<file path="config.mk">
export PLATFORM = sky130hd
export DESIGN_NAME = rom_loader
export DESIGN_NICKNAME = d
export VERILOG_FILES = /design/src/rtl/rom_loader_pkg.sv /design/src/rtl/rom_loader_header_decoder.sv /design/src/rtl/rom_loader.sv
export SDC_FILE = /design/constraint.sdc
export NUM_CORES = 1
export LEC_CHECK = 0
export CORE_UTILIZATION = 58
export DETAILED_ROUTE_END_ITERATION = 10
export PLACE_DENSITY = 0.88
export SYNTH_ARGS = -nofsm -noshare
export SYNTH_HDL_FRONTEND = slang
export SYNTH_SLANG_ARGS = --single-unit
</file>
<file path="constraint.sdc">
create_clock -name clock -period 6.9 [get_ports clock]
set_clock_uncertainty 0.15 [all_clocks]
set_input_delay 1.725 -clock clock [delete_from_list [all_inputs] [get_ports clock]]
set_output_delay 1.725 -clock clock [all_outputs]
set_load 0.02 [all_outputs]
</file>
<file path="src/rtl/rom_loader_pkg.sv">
// Shared state encoding, iNES header layout and region-size constants
// for the ROM loader and its header decoder.
package rom_loader_pkg;

   typedef enum logic [2:0] {
      S_IDLE,
      S_HEADER,
      S_TRAINER,
      S_PRG,
      S_CHR,
      S_DONE,
      S_ERROR
   } state_t;

   // Header byte 6 without the battery bit, which the loader has no use for.
   typedef struct packed {
      logic [3:0] mapper_lo;
      logic       four_screen;
      logic       trainer;
      logic       vertical;
   } ines_flags6_t;

   localparam logic [31:0] INES_MAGIC    = 32'h4E45_531A;
   localparam int unsigned PRG_BANK_SIZE = 16384;
   localparam int unsigned CHR_BANK_SIZE = 8192;
   localparam int unsigned TRAINER_LEN   = 512;
   localparam int unsigned HEADER_LEN    = 16;

   function automatic logic [7:0] magic_byte(input logic [1:0] idx);
      case (idx)
         2'd0:    magic_byte = INES_MAGIC[31:24];
         2'd1:    magic_byte = INES_MAGIC[23:16];
         2'd2:    magic_byte = INES_MAGIC[15:8];
         default: magic_byte = INES_MAGIC[7:0];
      endcase
   endfunction

endpackage

</file>
<file path="src/rtl/rom_loader_header_decoder.sv">
// Combinational decode of the captured iNES header fields into the
// cartridge description and a bank-count sanity verdict.
module ines_header_decoder
   import rom_loader_pkg::*;
#(
   parameter int PRG_BANKS_MAX = 32,
   parameter int CHR_BANKS_MAX = 32
) (
   input  logic [7:0]   i_prg_raw,
   input  logic [7:0]   i_chr_raw,
   input  ines_flags6_t i_flags6,
   input  logic [3:0]   i_mapper_hi,
   output logic [7:0]   o_mapper,
   output logic [1:0]   o_mirroring,
   output logic [5:0]   o_prg_banks,
   output logic [5:0]   o_chr_banks,
   output logic         o_chr_ram,
   output logic         o_trainer,
   output logic         o_valid
);

   assign o_mapper    = {i_mapper_hi, i_flags6.mapper_lo};
   assign o_mirroring = {i_flags6.four_screen, i_flags6.vertical};
   assign o_prg_banks = i_prg_raw[5:0];
   assign o_chr_banks = i_chr_raw[5:0];
   assign o_chr_ram   = (i_chr_raw[5:0] == 6'd0);
   assign o_trainer   = i_flags6.trainer;

   // Limits are judged on the raw bytes so an oversized count cannot alias
   // into range through the 6-bit clip.
   assign o_valid = (i_prg_raw != 8'd0)
                 && (32'(i_prg_raw) <= 32'(PRG_BANKS_MAX))
                 && (32'(i_chr_raw) <= 32'(CHR_BANKS_MAX));

endmodule

</file>
<file path="src/rtl/rom_loader.sv">
// iNES image loader: parses the header from the flash byte stream and
// scatters PRG/CHR payload bytes to their RAMs as one-cycle write strobes.
module rom_loader
   import rom_loader_pkg::*;
#(
   parameter int PRG_BANKS_MAX = 32,
   parameter int CHR_BANKS_MAX = 32
) (
   input  logic        clock,
   input  logic        reset,
   input  logic        reload,
   input  logic [7:0]  in_data,
   input  logic        in_valid,
   output logic [18:0] mem_addr,
   output logic [7:0]  mem_data,
   output logic        prg_we,
   output logic        chr_we,
   output logic [7:0]  mapper,
   output logic [1:0]  mirroring,
   output logic [5:0]  prg_banks,
   output logic [5:0]  chr_banks,
   output logic        chr_ram,
   output logic        done,
   output logic        error
);

   localparam logic [18:0] MAGIC_LEN    = 19'd4;
   localparam logic [18:0] HDR_LAST     = 19'(HEADER_LEN - 1);
   localparam logic [18:0] TRAINER_LAST = 19'(TRAINER_LEN - 1);

   state_t       r_state, w_next;
   logic [18:0]  r_cnt;
   logic [7:0]   r_prg_raw, r_chr_raw;
   ines_flags6_t r_flags6;
   logic [3:0]   r_mapper_hi;

   logic        w_cnt_clr, w_cnt_inc, w_hdr_cap, w_hdr_commit, w_prg_wr, w_chr_wr;
   logic [7:0]  w_mapper;
   logic [1:0]  w_mirroring;
   logic [5:0]  w_prg_banks, w_chr_banks;
   logic        w_chr_ram, w_trainer, w_hdr_ok;
   logic [18:0] w_prg_last, w_chr_last;

   ines_header_decoder #(
      .PRG_BANKS_MAX (PRG_BANKS_MAX),
      .CHR_BANKS_MAX (CHR_BANKS_MAX)
   ) u_decoder (
      .i_prg_raw   (r_prg_raw),
      .i_chr_raw   (r_chr_raw),
      .i_flags6    (r_flags6),
      .i_mapper_hi (r_mapper_hi),
      .o_mapper    (w_mapper),
      .o_mirroring (w_mirroring),
      .o_prg_banks (w_prg_banks),
      .o_chr_banks (w_chr_banks),
      .o_chr_ram   (w_chr_ram),
      .o_trainer   (w_trainer),
      .o_valid     (w_hdr_ok)
   );

   // A full 32-bank region is exactly 2^19 bytes; the modular -1 lands on 0x7FFFF.
   assign w_prg_last = 19'(prg_banks) * 19'(PRG_BANK_SIZE) - 19'd1;
   assign w_chr_last = 19'(chr_banks) * 19'(CHR_BANK_SIZE) - 19'd1;

   assign done  = (r_state == S_DONE);
   assign error = (r_state == S_ERROR);

   always_ff @(posedge clock) begin
      // NOTE: non-blocking so every flop samples the values from before the edge
      if (reset) r_state <= S_HEADER;
      else       r_state <= w_next;
   end

   always_comb begin
      // NOTE: every signal gets a default first so no path can infer a latch
      w_next       = r_state;
      w_cnt_clr    = 1'b0;
      w_cnt_inc    = 1'b0;
      w_hdr_cap    = 1'b0;
      w_hdr_commit = 1'b0;
      w_prg_wr     = 1'b0;
      w_chr_wr     = 1'b0;
      if (reload) begin
         w_next    = S_HEADER;
         w_cnt_clr = 1'b1;
      end else if (in_valid) begin
         case (r_state)
            S_HEADER: begin
               w_cnt_inc = 1'b1;
               w_hdr_cap = 1'b1;
               if (r_cnt < MAGIC_LEN && in_data != magic_byte(r_cnt[1:0])) begin
                  w_next = S_ERROR;
               end else if (r_cnt == HDR_LAST) begin
                  w_hdr_commit = 1'b1;
                  w_cnt_clr    = 1'b1;
                  if (!w_hdr_ok)     w_next = S_ERROR;
                  else if (w_trainer) w_next = S_TRAINER;
                  else               w_next = S_PRG;
               end
            end
            S_TRAINER: begin
               w_cnt_inc = 1'b1;
               if (r_cnt == TRAINER_LAST) begin
                  w_cnt_clr = 1'b1;
                  w_next    = S_PRG;
               end
            end
            S_PRG: begin
               w_prg_wr  = 1'b1;
               w_cnt_inc = 1'b1;
               if (r_cnt == w_prg_last) begin
                  w_cnt_clr = 1'b1;
                  w_next    = chr_ram ? S_DONE : S_CHR;
               end
            end
            S_CHR: begin
               w_chr_wr  = 1'b1;
               w_cnt_inc = 1'b1;
               if (r_cnt == w_chr_last) begin
                  w_cnt_clr = 1'b1;
                  w_next    = S_DONE;
               end
            end
            default: ;
         endcase
      end
   end

   always_ff @(posedge clock) begin
      if (reset) begin
         r_cnt       <= '0;
         r_prg_raw   <= '0;
         r_chr_raw   <= '0;
         r_flags6    <= '0;
         r_mapper_hi <= '0;
         mem_addr    <= '0;
         mem_data    <= '0;
         prg_we      <= 1'b0;
         chr_we      <= 1'b0;
         mapper      <= '0;
         mirroring   <= '0;
         prg_banks   <= '0;
         chr_banks   <= '0;
         chr_ram     <= 1'b0;
      end else begin
         prg_we <= w_prg_wr;
         chr_we <= w_chr_wr;
         if (w_prg_wr || w_chr_wr) begin
            mem_addr <= r_cnt;
            mem_data <= in_data;
         end
         if (w_cnt_clr)      r_cnt <= '0;
         else if (w_cnt_inc) r_cnt <= r_cnt + 19'd1;
         if (w_hdr_cap) begin
            case (r_cnt[3:0])
               4'd4:    r_prg_raw   <= in_data;
               4'd5:    r_chr_raw   <= in_data;
               4'd6:    r_flags6    <= '{mapper_lo: in_data[7:4], four_screen: in_data[3],
                                         trainer: in_data[2], vertical: in_data[0]};
               4'd7:    r_mapper_hi <= in_data[7:4];
               default: ;
            endcase
         end
         if (reload) begin
            mapper    <= '0;
            mirroring <= '0;
            prg_banks <= '0;
            chr_banks <= '0;
            chr_ram   <= 1'b0;
         end else if (w_hdr_commit) begin
            mapper    <= w_mapper;
            mirroring <= w_mirroring;
            prg_banks <= w_prg_banks;
            chr_banks <= w_chr_banks;
            chr_ram   <= w_chr_ram;
         end
      end
   end

endmodule

</file>
Word-level counts from Yosys, hierarchy flattened --
Cells that the tools add are included.
Storage, ports and cells: flip-flop bits (word level) 101, output and inout port bits 54, logic and storage cells 97
Operators by class: add/subtract/negate cells 3, magnitude comparators 3, eq/ne operators 21, multiplexer cells 36, reductions and logical operators 16
Operator list (number):
- equality test 19 bit | 2
- subtractor 19 x 1 -> 19 bit (second input constant) | 2
- 2-to-1 mux 1 bit | 24
- 2-to-1 mux 8 bit | 3
- one-hot mux 7 bit (3 select lines) | 1
- adder 19 x 1 -> 19 bit (second input constant) | 1
- equality test 19 x 4 -> 1 bit (second input constant) | 1
- equality test 19 x 9 -> 1 bit (second input constant) | 1
- less-than comparator 19 x 3 -> 1 bit (second input constant) | 1
- 2-to-1 mux 3 bit | 6
- equality test 4 x 3 -> 1 bit (second input constant) | 4
- less-or-equal comparator 8 x 6 -> 1 bit (second input constant) | 2
- one-hot mux 3 bit (4 select lines) | 1
- equality test 3 bit (second input constant) | 3
- inequality test 8 bit | 1
- AND reduction 2 bit | 4
- nonzero test 8 bit | 1
- equality test 3 x 2 -> 1 bit (second input constant) | 2
- logical NOT 6 bit | 1
- inequality test 2 bit (second input constant) | 3
- AND reduction 6 bit | 1
- one-hot mux 1 bit (4 select lines) | 1
- nonzero test 4 bit | 1
- OR reduction 2 bit | 2
- 8 further kinds | 10

Depth between registers and ports, before layout --
Gate-level depths: netlist (run 1).
depth in word-level cells 12, gate-level depth with buffers 10

Modules after synthesis --
A second synthesis (run 1) with hierarchy kept.
Unflattened totals: cells, all modules 576, area total of the unflattened synthesis 4742.0 µm²
Modules (own cells, without submodules):
- rom_loader | instances 1, cells an instance 545, area each 4518.1 µm², sequential area each 2021.9 µm²
- ines_header_decoder | instances 1, cells an instance 31, area each 224.0 µm², sequential area each 0.0 µm²

Worst setup path after synthesis (run 1) --
OpenSTA, ideal clock, no wires.
path type input to register, start input in_data[0], end register r_state[0], setup time 0.127 ns, arrival time 3.459 ns, data required time 6.623 ns, slack 3.164 ns, cell stages on the path 7, buffers on the path 0, path through or3b_2 a2111oi_0 o2111ai_1 nand4_1 o22ai_1 and4_1 or3_1
Between the ends: word-level cells in the longest chain between the ends 4, elaborated cells between the ends (all ways) 6, those cells by class eq/ne (2); mux (2); reduce/logical (2)
RTL lines:
- start, declared | RTL line rom_loader.sv:12 | input logic [7:0] in_data,
- inequality test 8 bit (*) | RTL line rom_loader.sv:91 | if (r_cnt < MAGIC_LEN && in_data != magic_byte(r_cnt[1:0])) begin
- logical AND 1 bit (*) | RTL line rom_loader.sv:91
- inequality test 3 bit (no source line) or 2-to-1 mux 3 bit (tied branches)
- AND reduction 6 bit (no source line) or one-hot mux 3 bit (4 select lines) (tied branches)
- end signal, assigned | RTL line rom_loader.sv:71 | else r_state <= w_next;
- end, declared | RTL line rom_loader.sv:31 | state_t r_state, w_next;
Every way passes the cells marked *; elsewhere a longest branch is shown, timed or not. A chain may end at the register's enable or synchronous reset.

Worst setup path in the final report (run 1) --
start input in_valid, end register prg_banks[3]
Between the ends: word-level cells in the longest chain between the ends 2
RTL lines:
- start, declared | RTL line rom_loader.sv:13 | input logic in_valid,
- 2-to-1 mux 1 bit | RTL line rom_loader.sv:86 | end else if (in_valid) begin
- 2-to-1 mux 1 bit | RTL line rom_loader.sv:83 | if (reload) begin
- end signal, assigned | RTL line rom_loader.sv:173 | prg_banks <= w_prg_banks;
- end, declared | RTL line rom_loader.sv:20 | output logic [5:0] prg_banks,
No other way between the ends.

==> run summary, run 1 <==
Delay-heaviest family, CP: simple AND/OR/NAND/NOR gates
CTS Buf Count: 9
Register bit count reported by yosys: 101
Cells after Synth: 554
Post-synth top area share: 0.4427
Max Cap Viol: 0
Slowest stage delay, CP: 0.81 ns
Synth area leader: dfxtp_1
Hold path depth: 2
Final std cells w/o fill: 700
CTS tree: yes
DRC: 0
Sw frac: 0.2459
Hold buffers post-CTS: 0
Total grt overflow: 0
Via-to-Cell Ratio: 5.910
HP Class: reg2reg
Avg Synthesized Cell Area: 8.243 µm²
Gpl congestion: 0.8776
Post-synthesis sequential area ratio: 0.4427
Post-Place Cells: 684
Worst-path fanout max: 12
CP bufs+invs: 2
Post-Route WL: 10850 µm
Post-DP HPWL: 7557 µm
Hold EP: mem_addr[1]
Pin count of the biggest net entering global routing: 57
Worst path cell trace: clkdlybuf4s50_1, nor2b_1, nand2_1, nor4_4, buf_4, mux2i_1, nor2_1
Die area: 8233 µm²
Ys async rst share: 0
Sw Pwr: 252.4 µW
LEAKAGE: 1.769 nW
Share of cells above drive strength 1: 0.06489
Worst path depth: 7
First DRT Iteration DRCs: 270
CP max stage cell: nor4_4
H-tree depth: 3
Post-Syn Nets: 573
Final Critical Period: 4.274 ns
Die Wd: 90.74 µm
Crit Path Category: in2reg
# resized after CTS: 0
R2R Path Start: r_cnt[0]
Worst slew pin tran: 1.112 ns
EDFF count, synth: 0
CP Capture Type: register
Total core area: 7447 µm²
PortBufs: 65
First-pass GRT wire length: 18260 µm
Initial antenna violation count: 0
Final period util: 0.6194
Required @ worst endpoint: 6.99 ns
P&R area growth vs syn: 18.25%
Final #Nets: 615
Io pins: 66
Yosys cell types: 49
Final hold vios: 0
Root Buffer: clkbuf_8
Worst Min Path Start: mem_addr[1]
Post-Syn Area: 4567 µm²
Rows: 31
N_diodes: 0
Worst-Skew Late Latency: 0.36 ns
Reg power frac: 0.572
RSZ-0062 raised after global routing: no
Setup TNS: 0 ns
Tot GR Track Use: 0.2740
CTS sink count: 101
Post-route ant nets: 0
Filler cells: 564
Clock slew at reported path FFs: 0.10 ns
Rel. slew slack: 0.2586
Starting Density: 0.6132
R2R depth: 9
Logic pwr share: 0.048
Post-CTS setup buffers: 0
Max Freq: 234.0 MHz
Peak VDD IR: 0.0001682 V
Vias post-DR: 4137
Area contributors post-synth: dfxtp_1 44%, nand2_1 8.4%, a21oi_1 6.0%
R2R Setup Slk: 3.64 ns
Drt first pass iters: 5
Synth Warn #: 0
Slew Limit Fails: 0
Die H: 90.74 µm
Worst path arrival time: 4.36 ns
Power per Cell Area: 190.1 nW/µm²
Power Internal: 774.0 µW
Vias in the first global route: 3903
Status: finished, final reports clean
Reg2reg end: r_state[0]
Wirelength per Cell: 15.50 µm
Clock power share: 0.380
Bufs on Longest Clock Path: 2
Commonest register cell after synthesis: dfxtp_1
Final-report setup violation count: 0
CP Launch Type: input pin
## worst max-delay path by stage
stage          startpoint            to
6_report         in_valid  prg_banks[3]
5_1_grt          in_valid  chr_banks[0]
4_1_cts          in_valid  prg_banks[3]
3_5_place_dp     in_valid  prg_banks[3]
3_3_place_gp     in_valid  prg_banks[1]
2_1_floorplan  in_data[0]    r_state[0]
## cell families after synthesis
family,count (synthesis),synth area share
simple gates,258,0.2693
flops,101,0.4427
buf+inv,47,0.04685
mux,24,0.05260
fa+ha+maj,7,0.01918
compound gates,84,0.1060
xor+xnor,33,0.06329
## layout make-up
cell class / count / area (µm²) / area share
multi-input combinational: 406 / 2349 / 0.4349
timing repair buffer: 67 / 660.6 / 0.1223
clock inverter: 7 / 80.08 / 0.01483
clock buffer: 9 / 123.9 / 0.02294
inverter: 11 / 41.29 / 0.007646
tap: 99 / 123.9 / 0.02294
sequential: 101 / 2022 / 0.3744
## cell usage after synthesis, types with 3 or more instances
library cell	instances
o21ai_0	9
and4_1	3
and3_1	6
xnor2_1	12
nand2b_1	5
nor2_1	50
nand2_1	102
clkbuf_1	22
nor2_2	10
inv_1	11
a21o_1	3
buf_2	7
nor4_1	5
dfxtp_1	101
xor2_1	21
nand3b_1	3
or3_1	5
a21oi_1	55
mux2i_1	24
ha_1	7
nand3_1	36
nand4_1	10
or4_1	5
nor3_1	6
## layout by cell type (no fill, tap or decap), drive strengths merged, types with 2 or more instances in the layout
cell             n
nand3           36
mux2i           24
xnor2           12
or4b             2
nor3             6
or4              5
o21ai           11
nand2b           5
clkbuf           9
xor2            21
nand3b           3
dfxtp          101
o22ai            2
inv             14
a21oi           55
clkinv           2
nand4           10
nor4             7
nor2            60
a21o             3
ha               7
nor4bb           2
or3              5
a31oi            2
nor2b            2
clkdlybuf4s50   64
and3             6
o31ai            2
and4             3
buf              3
or2              2
nand2          102
## worst register-to-register path, delay by kind of cell (launching register included)
| family | cells | cell delay (ns) |
|---|---|---|
| flops | 1 | 0.46 |
| simple gates | 4 | 1.05 |
| fa+ha+maj | 1 | 0.35 |
| compound gates | 3 | 1.01 |
| buf+inv | 1 | 0.13 |
## power groups by stage
stage	logic, mW	registers (mW)	clock network [mW]
after CTS	0.0483	0.587	0.391
final	0.0491	0.588	0.390
after global placement	0.0466	0.601	0
after detailed placement	0.0479	0.601	0
after global routing	0.0529	0.588	0.423
after floorplan	0.0305	0.600	0
## stage by stage
stage / hold WS [ns] / instance area, µm² / total power, mW / worst slack (ns) / utilization
2_1_floorplan: 0.2860 / 4567 / 0.6306 / 3.164 / -
3_3_place_gp: 0.2916 / 5196 / 0.6473 / 2.404 / 0.6977
3_5_place_dp: 0.2969 / 5196 / 0.6488 / 2.294 / 0.6977
4_1_cts: 0.3098 / 5400 / 1.027 / 2.641 / 0.7251
5_1_grt: 0.3325 / 5400 / 1.064 / 2.468 / 0.7251
6_report: 0.3079 / 5400 / 1.026 / 2.626 / 0.7251
## registers in the layout (all words and copies together), names as in the netlist, 3 cells and up
signal and cells:
r_state 3, r_mapper_hi 4, mapper 8, r_chr_raw 8
prg_banks 6, mem_data 8, r_flags6 7, r_prg_raw 8
r_cnt 19, chr_banks 6, mem_addr 19
## per-layer routing
layer,up-vias,routed length (µm),part of all wire,GRT usage
li1,1958,-,-,-
met1,1979,4505,0.42,0.3393
met2,166,5391,0.50,0.4747
met3,34,671,0.062,0.03872
met4,0,280,0.026,0.1129
met5,-,0,0,0
Power figures use the tool's default switching activity.
==> inputs of run 2 (changes only) <==
- CORE_UTILIZATION: 58 -> 49
- PLACE_DENSITY: 0.88 -> 0.8
- clock period: 6.9 -> 3.8 ns (I/O delays scaled with it)
==> run 2 against run 1 <==
Against the previous run: the flow now finishes with violations (DRC); die area increased by 18%; clock-buffer cell count stayed put; routed wire length grew 0.20%; utilization shrank 11 points; power is 79% higher; global-route usage decreased by 4.4 points; sequential share of layout area decreased by 0.50 points; combinational power up 91%; worst hold slack improved by 0.0025 ns; worst setup slack worse by 2.3 ns; critical path type unchanged; highest routed layer unchanged.
==> run summary, run 2 (synthesis gave the netlist of run 1 again) <==
Post-Place Cell Area: 5275 µm²
Setup TNS: 0 ns
Die H: 98.54 µm
Final-report setup violation count: 0
Status: finished with violations
Clock slew at reported path FFs: 0.10 ns
Pin count of the biggest net entering global routing: 55
Final core utilization: 0.6155
Hold path depth: 2
Rel. slew slack: 0.2497
First DRT Iteration DRCs: 270
Rows: 34
Max Cap Viol: 0
First-pass GRT wire length: 17930 µm
Worst-path fanout max: 4
Logic pwr share: 0.051
Wirelength per Cell: 15.14 µm
Commonest non-fill, non-tap cell in the layout: nand2_1
R2R Setup Slk: 0.45 ns
RSZ-0062 raised after global routing: no
Vias post-DR: 4007
Root Buffer: clkbuf_8
Worst Min Path Start: mem_addr[7]
Required @ worst endpoint: 3.91 ns
Sw frac: 0.2615
Post-Route WL: 10870 µm
Hold EP: mem_addr[7]
Final #Nets: 624
CP Launch Type: input pin
PortBufs: 65
DRC: 2
N_diodes: 0
Power per Cell Area: 335.7 nW/µm²
Worst path arrival time: 3.59 ns
Clock power share: 0.368
HP Class: reg2reg
Worst slew pin tran: 1.125 ns
Gpl congestion: 0.8793
Post-route ant nets: 0
CTS sink count: 101
Bufs on Longest Clock Path: 2
Hold buffers post-CTS: 0
# resized after CTS: 0
Final Critical Period: 3.475 ns
CP Capture Type: register
R2R Path Start: r_cnt[0]
Initial antenna violation count: 0
CTS Buf Count: 9
LEAKAGE: 1.815 nW
Io pins: 66
Regs by FF count: mem_addr (19), r_cnt (19)
Total core area: 8891 µm²
Starting Density: 0.5137
Power Internal: 1.357 mW
Tot GR Track Use: 0.2295
Final std cells w/o fill: 718
Vias in the first global route: 3763
Via-to-Cell Ratio: 5.581
R2R depth: 10
Drt first pass iters: 10
Crit Path Category: in2reg
Die Wd: 98.54 µm
CTS tree: yes
Reg power frac: 0.581
Share of cells above drive strength 1: 0.07869
Peak VDD IR: 0.0002139 V
Worst-Skew Late Latency: 0.37 ns
Sw Pwr: 480.4 µW
Final period util: 0.9145
Total grt overflow: 0
H-tree depth: 3
Reg2reg end: r_state[0]
Hold Worst Slack: 0.3104 ns
P&R area growth vs syn: 19.84%
Post-CTS setup buffers: 0
Slew Limit Fails: 0
Failing checks: DRC
Die area: 9710 µm²
Post-Place Cells: 702
Max Freq: 287.8 MHz
Post-route cell area: 5473 µm²
Final hold vios: 0
Post-DP HPWL: 7818 µm
Most frequent cells in the layout: 102 x nand2_1, 101 x dfxtp_1, 64 x clkdlybuf4s50_1, 55 x a21oi_1, 50 x nor2_1
## run 2: cell count changes in the layout (fill, tap and decap cells not counted), sizes merged
| cell | previous run | this run |
|---|---|---|
| inv | 14 | 16 |
| buf | 3 | 12 |
| bufinv | 1 | 0 |
| clkinvlp | 1 | 0 |
## run 2: layout make-up
| class | count | area, µm² |
|---|---|---|
| fill | 773 | 3418 |
| tap | 108 | 135.1 |
| sequential | 101 | 2022 |
| inverter | 11 | 41.29 |
| timing repair buffer | 76 | 728.2 |
| clock buffer | 9 | 123.9 |
| multi-input combinational | 406 | 2349 |
| clock inverter | 7 | 73.82 |
## run 2: through the flow
step | power (mW) | worst slack [ns]
CTS | 1.845 | 0.4103
finish | 1.837 | 0.3250
global route | 1.901 | 0.2730
global placement | 1.181 | 0.08323
detailed placement | 1.183 | 0.03557
floorplan | 1.145 | 0.8393
## run 2: routing by layer
layer / track usage / up-vias / wire length (µm)
met3: 0.04113 / 19 / 619
met1: 0.2932 / 1861 / 4764
li1: - / 1986 / -
met5: 0 / - / 0
met4: 0.08037 / 0 / 208
met2: 0.3906 / 141 / 5279
## run 2: worst max-delay path, stage by stage
cell and delay, ns:
clkdlybuf4s50_1 0.48, or3b_2 0.45, a2111oi_0 0.61, buf_4 0.22
o2111ai_1 0.15, nand4_1 0.15, o22ai_1 0.13, and4_1 0.16
or3_1 0.29
## run 2: power groups by stage
stage                     Sequential, mW  Clock (mW)  Combinational (mW)
final                               1.07       0.676              0.0937
after global routing                1.07       0.732               0.101
after floorplan                     1.09           0              0.0554
after global placement              1.09           0              0.0899
after CTS                           1.07       0.686              0.0924
after detailed placement            1.09           0              0.0919
## run 2: worst max-delay path by stage
stage	start	endpoint	slack (ns)	cells past startpoint
3_3_place_gp	in_data[3]	r_state[0]	0.08	9
4_1_cts	in_data[3]	r_state[0]	0.41	9
3_5_place_dp	in_data[3]	r_state[0]	0.04	9
5_1_grt	in_data[3]	r_state[0]	0.27	9
2_1_floorplan	in_data[0]	r_state[0]	0.84	7
6_report	in_data[3]	r_state[0]	0.32	9
